--- src/rtl/key_led_pkg.sv ---
// Shared types and helpers for the key/LED control block.
// Optional long-press support is selected with the KEY_LONG_PRESS_EN macro.
package key_led_pkg;

    typedef enum logic [1:0] {
        MODE_BLINK      = 2'd0,
        MODE_CHASE_UP   = 2'd1,
        MODE_CHASE_DOWN = 2'd2,
        MODE_OFF        = 2'd3
    } mode_t;

    function automatic int unsigned clog2(input int unsigned value);
        int unsigned width;
        width = 0;
        while ((64'd1 << width) < 64'(value)) width = width + 1;
        return width;
    endfunction

endpackage

--- src/rtl/key_debounce.sv ---
// Per-key synchroniser, debouncer and press pulse generator.
// With KEY_LONG_PRESS_EN defined, also emits a one-shot long-press pulse.
module key_debounce #(
    parameter int unsigned DEBOUNCE_W      = 14,
    parameter int unsigned KEY_ACTIVE_HIGH = 1
`ifdef KEY_LONG_PRESS_EN
    ,
    parameter int unsigned LONG_W          = 26
`endif
) (
    input  logic clk_50m,
    input  logic reset,
    input  logic key_in,
    output logic key_level,
    output logic key_press
`ifdef KEY_LONG_PRESS_EN
    ,
    output logic key_long
`endif
);

    localparam int unsigned DEB_LIMIT = 2 ** (DEBOUNCE_W - 1);
    // Synchroniser resets to the idle pin level so the mapped value starts unpressed.
    localparam logic IDLE_PIN = (KEY_ACTIVE_HIGH == 0);

    logic [1:0]            sync;
    logic                  synced;
    logic [DEBOUNCE_W-1:0] deb_cnt;

    assign synced = (KEY_ACTIVE_HIGH != 0) ? sync[1] : ~sync[1];

    always_ff @(posedge clk_50m or posedge reset) begin
        if (reset) begin
            sync      <= {2{IDLE_PIN}};
            deb_cnt   <= '0;
            key_level <= 1'b0;
            key_press <= 1'b0;
        end else begin
            sync      <= {sync[0], key_in};
            key_press <= 1'b0;
            if (synced == key_level) begin
                deb_cnt <= '0;
            end else if (deb_cnt == DEBOUNCE_W'(DEB_LIMIT - 1)) begin
                key_level <= synced;
                key_press <= synced;
                deb_cnt   <= '0;
            end else begin
                deb_cnt <= deb_cnt + 1'b1;
            end
        end
    end

`ifdef KEY_LONG_PRESS_EN
    localparam int unsigned HOLD_W     = LONG_W + 1;
    localparam int unsigned LONG_LIMIT = 2 ** LONG_W;

    logic [HOLD_W-1:0] hold_cnt;

    // Counter saturates at the threshold, so the pulse fires once per press.
    always_ff @(posedge clk_50m or posedge reset) begin
        if (reset) begin
            hold_cnt <= '0;
            key_long <= 1'b0;
        end else begin
            key_long <= 1'b0;
            if (!key_level) begin
                hold_cnt <= '0;
            end else if (hold_cnt != HOLD_W'(LONG_LIMIT)) begin
                hold_cnt <= hold_cnt + 1'b1;
                key_long <= (hold_cnt == HOLD_W'(LONG_LIMIT - 1));
            end
        end
    end
`endif

endmodule

--- src/rtl/key_led_ctrl.sv ---
// Key debouncing, LED mode FSM and pattern rendering with a heartbeat output.
// Define KEY_LONG_PRESS_EN to add the key_long port and long-press return to BLINK.
module key_led_ctrl
    import key_led_pkg::*;
#(
    parameter int unsigned NUM_KEYS        = 2,
    parameter int unsigned NUM_LEDS        = 4,
    parameter int unsigned DEBOUNCE_W      = 14,
    parameter int unsigned BLINK_W         = 28,
    parameter int unsigned KEY_ACTIVE_HIGH = 1,
    parameter int unsigned LONG_W          = 26
) (
    input  logic                clk_50m,
    input  logic                reset,
    input  logic [NUM_KEYS-1:0] key_in,
    output logic [NUM_KEYS-1:0] key_level,
    output logic [NUM_KEYS-1:0] key_press,
    output logic [1:0]          mode_o,
    output logic [NUM_LEDS-1:0] led_o,
    output logic                heartbeat_o
`ifdef KEY_LONG_PRESS_EN
    ,
    output logic [NUM_KEYS-1:0] key_long
`endif
);

    localparam int unsigned      IDX_W    = clog2(NUM_LEDS);
    localparam logic [IDX_W-1:0] IDX_LAST = IDX_W'(NUM_LEDS - 1);

    logic [BLINK_W-1:0]  cnt;
    logic                step;
    logic                press_off;
    mode_t               mode;
    logic [IDX_W-1:0]    idx;
    logic [NUM_LEDS-1:0] onehot;

    for (genvar k = 0; k < NUM_KEYS; k++) begin : g_key
        key_debounce #(
            .DEBOUNCE_W      (DEBOUNCE_W),
            .KEY_ACTIVE_HIGH (KEY_ACTIVE_HIGH)
`ifdef KEY_LONG_PRESS_EN
            ,
            .LONG_W          (LONG_W)
`endif
        ) u_deb (
            .clk_50m   (clk_50m),
            .reset     (reset),
            .key_in    (key_in[k]),
            .key_level (key_level[k]),
            .key_press (key_press[k])
`ifdef KEY_LONG_PRESS_EN
            ,
            .key_long  (key_long[k])
`endif
        );
    end

    if (NUM_KEYS > 2) begin : g_off_key
        assign press_off = key_press[2];
    end else begin : g_no_off_key
        assign press_off = 1'b0;
    end

    always_ff @(posedge clk_50m or posedge reset) begin
        if (reset) begin
            cnt <= '0;
        end else begin
            cnt <= cnt + 1'b1;
        end
    end

    assign step        = &cnt[BLINK_W-3:0];
    assign heartbeat_o = cnt[BLINK_W-2];
    assign mode_o      = mode;

    // Any mode event takes priority over a coincident chase step.
    always_ff @(posedge clk_50m or posedge reset) begin
        if (reset) begin
            mode <= MODE_BLINK;
            idx  <= '0;
        end else if (key_press[0] && key_press[1]) begin
            mode <= MODE_BLINK;
        end else if (key_press[0]) begin
            mode <= MODE_CHASE_UP;
            idx  <= '0;
        end else if (key_press[1]) begin
            mode <= MODE_CHASE_DOWN;
            idx  <= IDX_LAST;
        end else if (press_off) begin
            mode <= MODE_OFF;
`ifdef KEY_LONG_PRESS_EN
        end else if (|key_long) begin
            mode <= MODE_BLINK;
`endif
        end else if (step) begin
            if (mode == MODE_CHASE_UP) begin
                idx <= (idx == IDX_LAST) ? '0 : idx + 1'b1;
            end else if (mode == MODE_CHASE_DOWN) begin
                idx <= (idx == '0) ? IDX_LAST : idx - 1'b1;
            end
        end
    end

    always_comb begin
        onehot = '0;
        for (int unsigned i = 0; i < NUM_LEDS; i++) begin
            onehot[i] = (idx == IDX_W'(i));
        end
    end

    always_ff @(posedge clk_50m or posedge reset) begin
        if (reset) begin
            led_o <= '0;
        end else begin
            case (mode)
                MODE_BLINK:                     led_o <= {NUM_LEDS{cnt[BLINK_W-2]}};
                MODE_CHASE_UP, MODE_CHASE_DOWN: led_o <= onehot;
                default:                        led_o <= '0;
            endcase
        end
    end

endmodule
--- config.mk ---
export PLATFORM = sky130hd
export DESIGN_NAME = key_led_ctrl
export DESIGN_NICKNAME = d
export VERILOG_FILES = /design/src/rtl/key_led_pkg.sv /design/src/rtl/key_debounce.sv /design/src/rtl/key_led_ctrl.sv
export SDC_FILE = /design/constraint.sdc
export NUM_CORES = 1
export LEC_CHECK = 0
export ABC_AREA = 0
export CAP_MARGIN = 25
export CORE_MARGIN = 2
export CORE_UTILIZATION = 50
export DETAILED_ROUTE_END_ITERATION = 10
export PLACE_DENSITY = 0.75
export SLEW_MARGIN = 10
export SYNTH_ARGS = -nofsm -noshare
export SYNTH_HDL_FRONTEND = slang
export SYNTH_HIERARCHICAL = 1
export SYNTH_SLANG_ARGS = --single-unit
--- constraint.sdc ---
create_clock -name clk_50m -period 3.92 [get_ports clk_50m]
set_clock_uncertainty 0.15 [all_clocks]
set_input_delay 0.784 -clock clk_50m [delete_from_list [all_inputs] [get_ports clk_50m]]
set_output_delay 0.784 -clock clk_50m [all_outputs]
set_load 0.01 [all_outputs]
# [After elaboration in Yosys (flattened, before gate mapping)]
# Cells that the tools add are included.
[word_totals] regBits=72 inputBits=4 output_inout_bits=11 word_cells=59
[classes] add_sub_neg=5 eq_ne=9 mux=19 bitwise=3 reduce_logical=11
[ops] cell="14-bit two-way mux" count=4
[ops] cell="14-bit by 1-bit adder with 14-bit output (second input constant)" count=2
[ops] cell="28-bit by 1-bit adder with 28-bit output (second input constant)" count=1
[ops] cell="14-bit by 13-bit == test with 1-bit output (second input constant)" count=2
[ops] cell="26-bit AND reduction" count=1
[ops] cell="2-bit two-way mux" count=10
[ops] cell="4-bit case mux with 2 select lines" count=1
[ops] cell="2-bit == test (second input constant)" count=3
[ops] cell="3-bit nonzero test" count=2
[ops] cell="2-bit by 1-bit == test with 1-bit output (second input constant)" count=2
[ops] cell="2-bit zero test" count=2
[ops] cell="1-bit two-way mux" count=4
[ops] cell="2-bit AND reduction" count=2
[ops] cell="4-bit nonzero test" count=1
[ops] cell="1-bit inverter" count=3
[ops] cell="3-bit AND reduction" count=1
[ops] cell="2-bit by 1-bit adder with 2-bit output (second input constant)" count=1
[ops] cell="1-bit == test" count=2
[ops] cell="2-bit OR reduction" count=1
[ops] cell="2-bit by 1-bit subtractor with 2-bit output (second input constant)" count=1
[ops] cell="1-bit logical AND" count=1

# [Depth between registers and ports, before layout]
# Gate-level depths: netlist (run 1).
[depth] ltp_word=7 mapped_depth=6 ltp_nobuf=6

# [Modules after synthesis]
# The synthesis (run 1) kept the hierarchy.
[by_module_without_submodules] module="key_led_ctrl" n_inst=1 cells_per_inst=141 area_per_inst_um2=1689.1 seq_area_each_um2=875.8
[by_module_without_submodules] module="key_debounce" n_inst=2 cells_per_inst=74 area_per_inst_um2=813.3 seq_area_each_um2=450.4

# [Worst setup path before layout (run 1)]
# No wires, ideal clock.
[synth_timing] path_kind="reg2reg" startpoint="reg mode[0] (netlist: mode_o[0])" endpoint="reg idx[1]" setup_time_ns=0.126 t_arrival_ns=1.563 required_time_ns=3.644 path_slack_ns=2.081 stages_incl_launch_ff=7 path_buffers=0 synth_period_minus_slack_ns=1.839 cell_sequence="dfrtp_1 > inv_1 > ha_1 > nand4b_1 > nor4_2 > nand2_1 > a311o_1"
[synth_via] elab_chain_len=5 elab_cells_between_ends=8 cone_classes="eq/ne (2); mux (4); reduce/logical (2)"
[synth_lines] item="start: declaration" line_no="key_led_ctrl.sv:33" source="mode_t mode;"
[synth_lines] item="start signal: assignment" line_no="key_led_ctrl.sv:79" source="mode <= MODE_BLINK;"
[synth_lines] item="start signal: assignment" line_no="key_led_ctrl.sv:82" source="mode <= MODE_BLINK;"
[synth_lines] item="start signal: assignment" line_no="key_led_ctrl.sv:84" source="mode <= MODE_CHASE_UP;"
[synth_lines] item="2-bit by 1-bit == test with 1-bit output" line_no="key_led_ctrl.sv:96" source="if (mode == MODE_CHASE_UP) begin"
[synth_lines] item="2-bit two-way mux" line_no="key_led_ctrl.sv:96"
[synth_lines] item="2-bit two-way mux" line_no="key_led_ctrl.sv:95" source="end else if (step) begin"
[synth_lines] item="2-bit two-way mux" line_no="key_led_ctrl.sv:86" source="end else if (key_press[1]) begin"
[synth_lines] item="2-bit two-way mux" line_no="key_led_ctrl.sv:83" source="end else if (key_press[0]) begin"
[synth_lines] item="end signal: assignment" line_no="key_led_ctrl.sv:97" source="idx <= (idx == IDX_LAST) ? '0 : idx + 1'b1;"
[synth_lines] item="end signal: assignment" line_no="key_led_ctrl.sv:99" source="idx <= (idx == '0) ? IDX_LAST : idx - 1'b1;"
[synth_lines] item="end: declaration" line_no="key_led_ctrl.sv:34" source="logic [IDX_W-1:0] idx;"
# Several ways; a longest one is shown, not always the timed one. The select of a mux whose other input is x is not followed.
# A chain may end at the register's enable or synchronous reset.

# [Worst setup path in the final report (run 1)]
[layout_timing] startpoint="reg g_key[0].u_deb.key_press" endpoint="out key_press[0]"
[layout_rtl] item="start: declaration" line_no="key_debounce.sv:15" source="output logic key_press"
[layout_rtl] item="start signal: assignment" line_no="key_debounce.sv:45" source="key_press <= synced;"
[layout_rtl] item="end: declaration" line_no="key_led_ctrl.sv:17" source="output logic [NUM_KEYS-1:0] key_press,"
# No word-level cell between the ends.

==> metrics.cfg, run 1 <==
[setup_path]
cp_num_buf_inv = 1
timing.critical_path.to_type = output port
worst_ep_required_time_ns = 2.99
cpPeakStageDelay_ns = 0.57
number_of_cells_on_the_worst_reg_to_reg_path = 6
crit_type = flip-flop to output port
path_max_fanout = 6
path_depth = 1
worstPathArrival_ns = 1.35
worst_path_max_delay_cell = sky130_fd_sc_hd__clkdlybuf4s50_1
path_delay_family = buffers and inverters
element_type_at_the_critical_path_start = flip-flop
crit_chain = clkdlybuf4s50_1

[placed_design]
final_gp_congestion = 0.775
dp_hpwl_mm = 3.57
place_worst_setup_slack_ns = 1.97
placement.io_buffers = 14
placement.cell_area_um2 = 3540

[clock_network]
cts_setup_buffers = 0
cts_max_level = 3
clk_latency_ns = 0.33
cts-root-buf = sky130_fd_sc_hd__clkbuf_8
resize_count_post_cts = 0
clockBufferDepth = 2
tritoncts = yes
cts_sinks = 71
clkSlewWorstSetupHoldPaths_ns = 0.07
cts_hold_repair.buffers = 0
number_of_clock_buffers_inserted_by_tritoncts = 9

[power_and_ir_drop]
vdd_ir_drop_max_v = 0.000304
cellPowerDensity_nw_per_um2 = 374
power_leakage_nw = 1.71

[grt]
first_global_vias = 2122
grt.total_usage_pct = 16.0
grt_remaining_overflow = 0
grt_antenna_before_repair = 0
grt_max_degree = 36
grt_first_pass_wirelength_mm = 9.35

[yosys]
asyncSetResetFlopFracSynth_pct = 100
ys_ff_latch = 71
synth_top_cell_by_area = sky130_fd_sc_hd__dfrtp_1
synthesis.instances = 289
synth_cell_type_count = 32
post_synth_main_area_contributors = sky130_fd_sc_hd__dfrtp_1, sky130_fd_sc_hd__xnor2_1, sky130_fd_sc_hd__xor2_1, sky130_fd_sc_hd__nor2_1, sky130_fd_sc_hd__ha_1
synth_area_um2 = 3320
postSynth.topFlopCell = sky130_fd_sc_hd__dfrtp_1
synthesis.yosys.warnings = 6
syn-num-nets = 303
syn-mean-instance-area_um2 = 11.5
post-synth-top-count-cell = sky130_fd_sc_hd__dfrtp_1
ys_seq_area_share_pct = 53.6
synthTopCellsByCount = sky130_fd_sc_hd__dfrtp_1, sky130_fd_sc_hd__xnor2_1, sky130_fd_sc_hd__nor2_1
post-synth-top-area-fraction_pct = 53.6
synth_edf_count = 0

[timing]
report.final.hold_viol_count = 0
final_period_minus_worst_setup_slack_ns = 2.28
fin_setup_tns_ns = 0
drv_slew = 0
finalCritPeriodShare_pct = 58.2
timing.slew.headroom_pct = 53.5
finalWorstSetupSlack_ns = 1.64
grt_setup_unrepaired = false
setup_viol = 0
worst_pin_slew_ns = 0.697
timing.fmax_mhz = 438
hold_slack_ns = 0.205

[routing]
detail_route.wirelength.met1_mm = 2.52
total_via_count_after_detailed_routing = 2073
routed_wl_mm = 5.11
detail_route.drc_violations = 0
initial_drt_markers = 88
route.antenna.remaining_nets = 0
first_pass_iters = 4
wl_met3_um = 119
met2RoutedLength_mm = 2.42
routed_via_density = 5.26
topRoutingLayerUsed = met4
routed_wire_length_per_instance_um = 13.0

[worst_hold_path]
hold_path_class = flip-flop to flip-flop
worst_hold_depth = 0

[layout]
final_layout_size_suffix_gt1_share_pct = 12.0
syn2layout_area_growth_pct = 13.1
fillers = 515
final_core_utilization_pct = 58.7
ff_latch_area_um2 = 1780
diodes = 0
postLayoutCellArea_um2 = 3750
multi_input_comb_area_um2 = 1460
design.final.nets = 327

[floorplanning]
io_pins = 15
core_um2 = 6390
dieArea_um2 = 7300
start_util_pct = 51.9
fp.dieH_um = 85.4
fp-row-count = 29
die_width_um = 85.4

[run_status]
run_status = finished, final reports clean

[run]
drv.max_cap_violation_count = 0

## where the power goes
part	total [mW]	internal (mW)	switching (mW)
combinational	0.0349	0.00985	0.0250
sequential	0.746	0.739	0.00639
clock	0.619	0.370	0.249
total	1.40	1.12	0.281
## worst paths after layout
check	start	end	slack, ns
hold / removal	g_key[1].u_deb/sync[0]$_DFF_PP0_	g_key[1].u_deb/sync[1]$_DFF_PP0_	0.21
min in group asynchronous	reset	mode_o[0]$_DFFE_PP0P_	0.76
setup reg to reg	mode_o[0]$_DFFE_PP0P_	idx[1]$_DFFE_PP0P_	1.97
max in group asynchronous	reset	g_key[0].u_deb/sync[1]$_DFF_PP0_	2.40
setup / recovery	g_key[0].u_deb/key_press$_DFF_PP0_	key_press[0]	1.64
hold reg to reg	g_key[1].u_deb/sync[0]$_DFF_PP0_	g_key[1].u_deb/sync[1]$_DFF_PP0_	0.21
## layout make-up
cell class	instances	area share, %
clock buffer	11	3.77
clock inverter	4	1.87
inverter	15	1.50
multi-input combinational	201	39.0
sequential	71	47.4
tap	77	2.57
timing repair buffer	15	3.94
## state kept, by name, indices dropped and copies added, names as in the netlist
register	cells
led_o	4
g_key.u_deb/key_press	2
cnt	27
g_key.u_deb/key_level	2
g_key.u_deb/sync	4
idx	2
g_key.u_deb/deb_cnt	28
mode_o	2
## per-stage QoR
stage	std cells	power, mW
global placement	379	0.794
global route	394	1.46
CTS	394	1.42
floorplan	289	0.785
finish	394	1.40
detailed placement	379	0.796
## cell usage in the layout (no fill, tap or decap), drive strengths merged, types with 4 or more instances in the layout
cell type,Yosys,layout
dfrtp,71,71
xnor2,37,37
nor2,34,34
nand2,21,21
nand4,19,19
nand3,16,16
inv,15,15
xor2,15,15
clkdlybuf4s50,0,14
clkbuf,0,11
ha,10,10
nor3,10,10
nor4,9,9
a21oi,8,8
and4,5,5
and3,4,4
## layer usage
layer  vias to the layer above  track usage (%)
li1                       1037                -
met2                        23             26.0
met5                         -                0
met1                      1008             20.9
met3                         5             4.96
met4                         0             4.47
## cells by family (layout without fill, tap and decap cells)
| kind of cell | count (synthesis) | count (layout) | share of synthesized area, % |
|---|---|---|---|
| compound gates | 13 | 13 | 2.34 |
| xor+xnor | 52 | 52 | 13.7 |
| fa+ha+maj | 10 | 10 | 3.77 |
| buf+inv | 17 | 45 | 2.38 |
| flops | 71 | 71 | 53.6 |
| mux | 2 | 2 | 0.679 |
| simple gates | 124 | 124 | 23.5 |
(Power assumes the default switching activity.)
==> run 2, diff against run 1 <==
- clock period: 3.92 -> 2.29 ns (I/O delays scaled with it)
==> metrics.cfg, run 2 (same netlist as run 1, synthesis figures left out) <==
[timing]
hold_slack_ns = 0.203  ; was 0.205 ns
grt_setup_unrepaired = false  ; unchanged
setup_viol = 0  ; unchanged
timing.fmax_mhz = 500
fin_setup_tns_ns = 0  ; unchanged
final_period_minus_worst_setup_slack_ns = 2.00
finalCritPeriodShare_pct = 87.3
timing.slew.headroom_pct = 69.3  ; was 53.5%
report.final.hold_viol_count = 0  ; unchanged
worst_pin_slew_ns = 0.458  ; was 0.697 ns
drv_slew = 0  ; unchanged

[floorplanning]
start_util_pct = 51.9  ; unchanged
core_um2 = 6390  ; unchanged
fp-row-count = 29  ; unchanged
fp.dieH_um = 85.4  ; unchanged
io_pins = 15  ; unchanged
dieArea_um2 = 7300  ; unchanged
die_width_um = 85.4  ; unchanged

[layout]
mostFrequentLayoutCell = sky130_fd_sc_hd__dfrtp_1  ; unchanged
finish.cell_count_without_fillers = 397  ; was 394
syn2layout_area_growth_pct = 12.9  ; was 13.1%
registers.top_by_ff_count = g_key.u_deb/deb_cnt  ; unchanged
flip_flop_count_of_the_largest_register_after_layout = 28  ; unchanged
diodes = 0  ; unchanged
final_layout_size_suffix_gt1_share_pct = 12.2  ; was 12.0%
design.final.nets = 329  ; was 327
reg.largest.list = g_key.u_deb/deb_cnt (28), cnt (27)  ; unchanged
fillers = 554  ; was 515
most-common-layout-cells = sky130_fd_sc_hd__dfrtp_1, sky130_fd_sc_hd__xnor2_1, sky130_fd_sc_hd__nor2_1  ; unchanged

[clock_network]
tritoncts = yes  ; unchanged
clk_latency_ns = 0.34  ; was 0.33 ns
cts_hold_repair.buffers = 0  ; unchanged
resize_count_post_cts = 0  ; unchanged
cts_sinks = 71  ; unchanged
clockBufferDepth = 2  ; unchanged
cts_max_level = 3  ; unchanged
cts_setup_buffers = 0  ; unchanged
cts-root-buf = sky130_fd_sc_hd__clkbuf_8  ; unchanged
clkSlewWorstSetupHoldPaths_ns = 0.08  ; was 0.07 ns
number_of_clock_buffers_inserted_by_tritoncts = 9  ; unchanged

[grt]
grt_first_pass_wirelength_mm = 9.96  ; was 9.35 mm
grt_antenna_before_repair = 0  ; unchanged
grt_remaining_overflow = 0  ; unchanged
first_global_vias = 2212  ; was 2122
grt_max_degree = 36  ; unchanged
grt.total_usage_pct = 17.3  ; was 16.0%

[routing]
total_via_count_after_detailed_routing = 2151  ; was 2073
routed_wire_length_per_instance_um = 13.7  ; was 13.0 µm
routed_wl_mm = 5.45  ; was 5.11 mm
initial_drt_markers = 111  ; was 88
first_pass_iters = 6  ; was 4
detail_route.drc_violations = 0  ; unchanged
routed_via_density = 5.42  ; was 5.26
route.antenna.remaining_nets = 0  ; unchanged

[placed_design]
placement.io_buffers = 14  ; unchanged
dpl.cell_count = 381  ; was 379
final_gp_congestion = 0.784  ; was 0.775
dp_hpwl_mm = 3.87  ; was 3.57 mm

[run_status]
run_status = finished, final reports clean  ; unchanged

[worst_hold_path]
hold-path-endpoint = g_key[0].u_deb/sync[1]$_DFF_PP0_  ; was g_key[1].u_deb/sync[1]$_DFF_PP0_
min_from = g_key[0].u_deb/sync[0]$_DFF_PP0_  ; was g_key[1].u_deb/sync[0]$_DFF_PP0_
worst_hold_depth = 0  ; unchanged
hold_path_class = flip-flop to flip-flop  ; unchanged

[setup_path]
timing.critical_path.to_type = flip-flop  ; was output port
worstPathArrival_ns = 2.07  ; was 1.35 ns
number_of_cells_on_the_worst_reg_to_reg_path = 6  ; unchanged
worst_ep_required_time_ns = 2.36  ; was 2.99 ns
path_max_fanout = 5  ; was 6
crit_type = flip-flop to flip-flop  ; was flip-flop to output port
reg2reg_from = mode_o[0]$_DFFE_PP0P_  ; unchanged
element_type_at_the_critical_path_start = flip-flop  ; unchanged
regToRegSetupSlack_ns = 0.29  ; was 1.97 ns
rr_endpoint = idx[1]$_DFFE_PP0P_  ; unchanged

[power_and_ir_drop]
total_power_mw = 2.32  ; was 1.40 mW
vdd_ir_drop_max_v = 0.000538  ; was 0.000304 V
power_leakage_nw = 1.71  ; about the same
cellPowerDensity_nw_per_um2 = 618  ; was 374 nW/µm²

[run]
drv.max_cap_violation_count = 0  ; unchanged

-- run 2: cell types whose count changed in the layout (fill, tap and decap cells not counted) --
cell,before,now
sky130_fd_sc_hd__clkinvlp_4,0,1
sky130_fd_sc_hd__bufinv_16,2,1
sky130_fd_sc_hd__buf_4,1,3
sky130_fd_sc_hd__clkbuf_1,1,3
sky130_fd_sc_hd__clkinv_2,2,1
-- run 2: where the power goes --
group	internal, mW	switching, mW	leakage, nW	total (mW)
logic	0.0188	0.0432	0.649	0.0620
registers	1.27	0.0112	0.963	1.28
clock network	0.533	0.444	0.0936	0.977
-- run 2: how the worst max path moves through the flow --
stage / startpoint / end / slack (ns)
floorplan: mode_o[0]$_DFFE_PP0P_ / idx[1]$_DFFE_PP0P_ / 0.45
CTS: mode_o[0]$_DFFE_PP0P_ / idx[1]$_DFFE_PP0P_ / 0.29
global route: g_key[1].u_deb/deb_cnt[0]$_DFF_PP0_ / g_key[1].u_deb/deb_cnt[5]$_DFF_PP0_ / 0.13
finish: mode_o[0]$_DFFE_PP0P_ / idx[1]$_DFFE_PP0P_ / 0.29
global placement: mode_o[0]$_DFFE_PP0P_ / idx[1]$_DFFE_PP0P_ / 0.34
detailed placement: mode_o[0]$_DFFE_PP0P_ / idx[1]$_DFFE_PP0P_ / 0.30
-- run 2: area by class of cell --
cell class / instances / area, µm² / area share, %
sequential: 71 / 1780 / 47.5
timing repair buffer: 17 / 163 / 4.34
multi-input combinational: 201 / 1460 / 39.0
clock inverter: 3 / 42.5 / 1.14
clock buffer: 13 / 149 / 3.98
inverter: 15 / 56.3 / 1.50
tap: 77 / 96.3 / 2.57
-- run 2: layer usage --
| layer | share of wire (%) | vias up | wire length, µm | global-route usage [%] |
|---|---|---|---|---|
| li1 | - | 1043 | - | - |
| met5 | 0 | - | 0 | 0 |
| met3 | 3.1 | 12 | 167 | 5.84 |
| met4 | 0.99 | 0 | 54 | 4.18 |
| met1 | 46 | 1060 | 2520 | 22.6 |
| met2 | 50 | 36 | 2710 | 27.9 |
-- run 2: metrics by stage --
stage                     util, %  instance area, µm²  setup WS [ns]
after CTS                    58.6                3740          0.288
after detailed placement     55.6                3550          0.305
after global placement       55.6                3550          0.342
after floorplan                 -                3320          0.451
final                        58.6                3740          0.290
after global routing         58.6                3740          0.131
-- run 2: worst max-delay path: stages, from the launching register on --
cell and delay, ns:
sky130_fd_sc_hd__dfrtp_1 0.41, sky130_fd_sc_hd__inv_1 0.09, sky130_fd_sc_hd__ha_1 0.36, sky130_fd_sc_hd__nand4b_1 0.13, sky130_fd_sc_hd__nor4_2 0.27, sky130_fd_sc_hd__nand2_1 0.12, sky130_fd_sc_hd__a311o_1 0.36
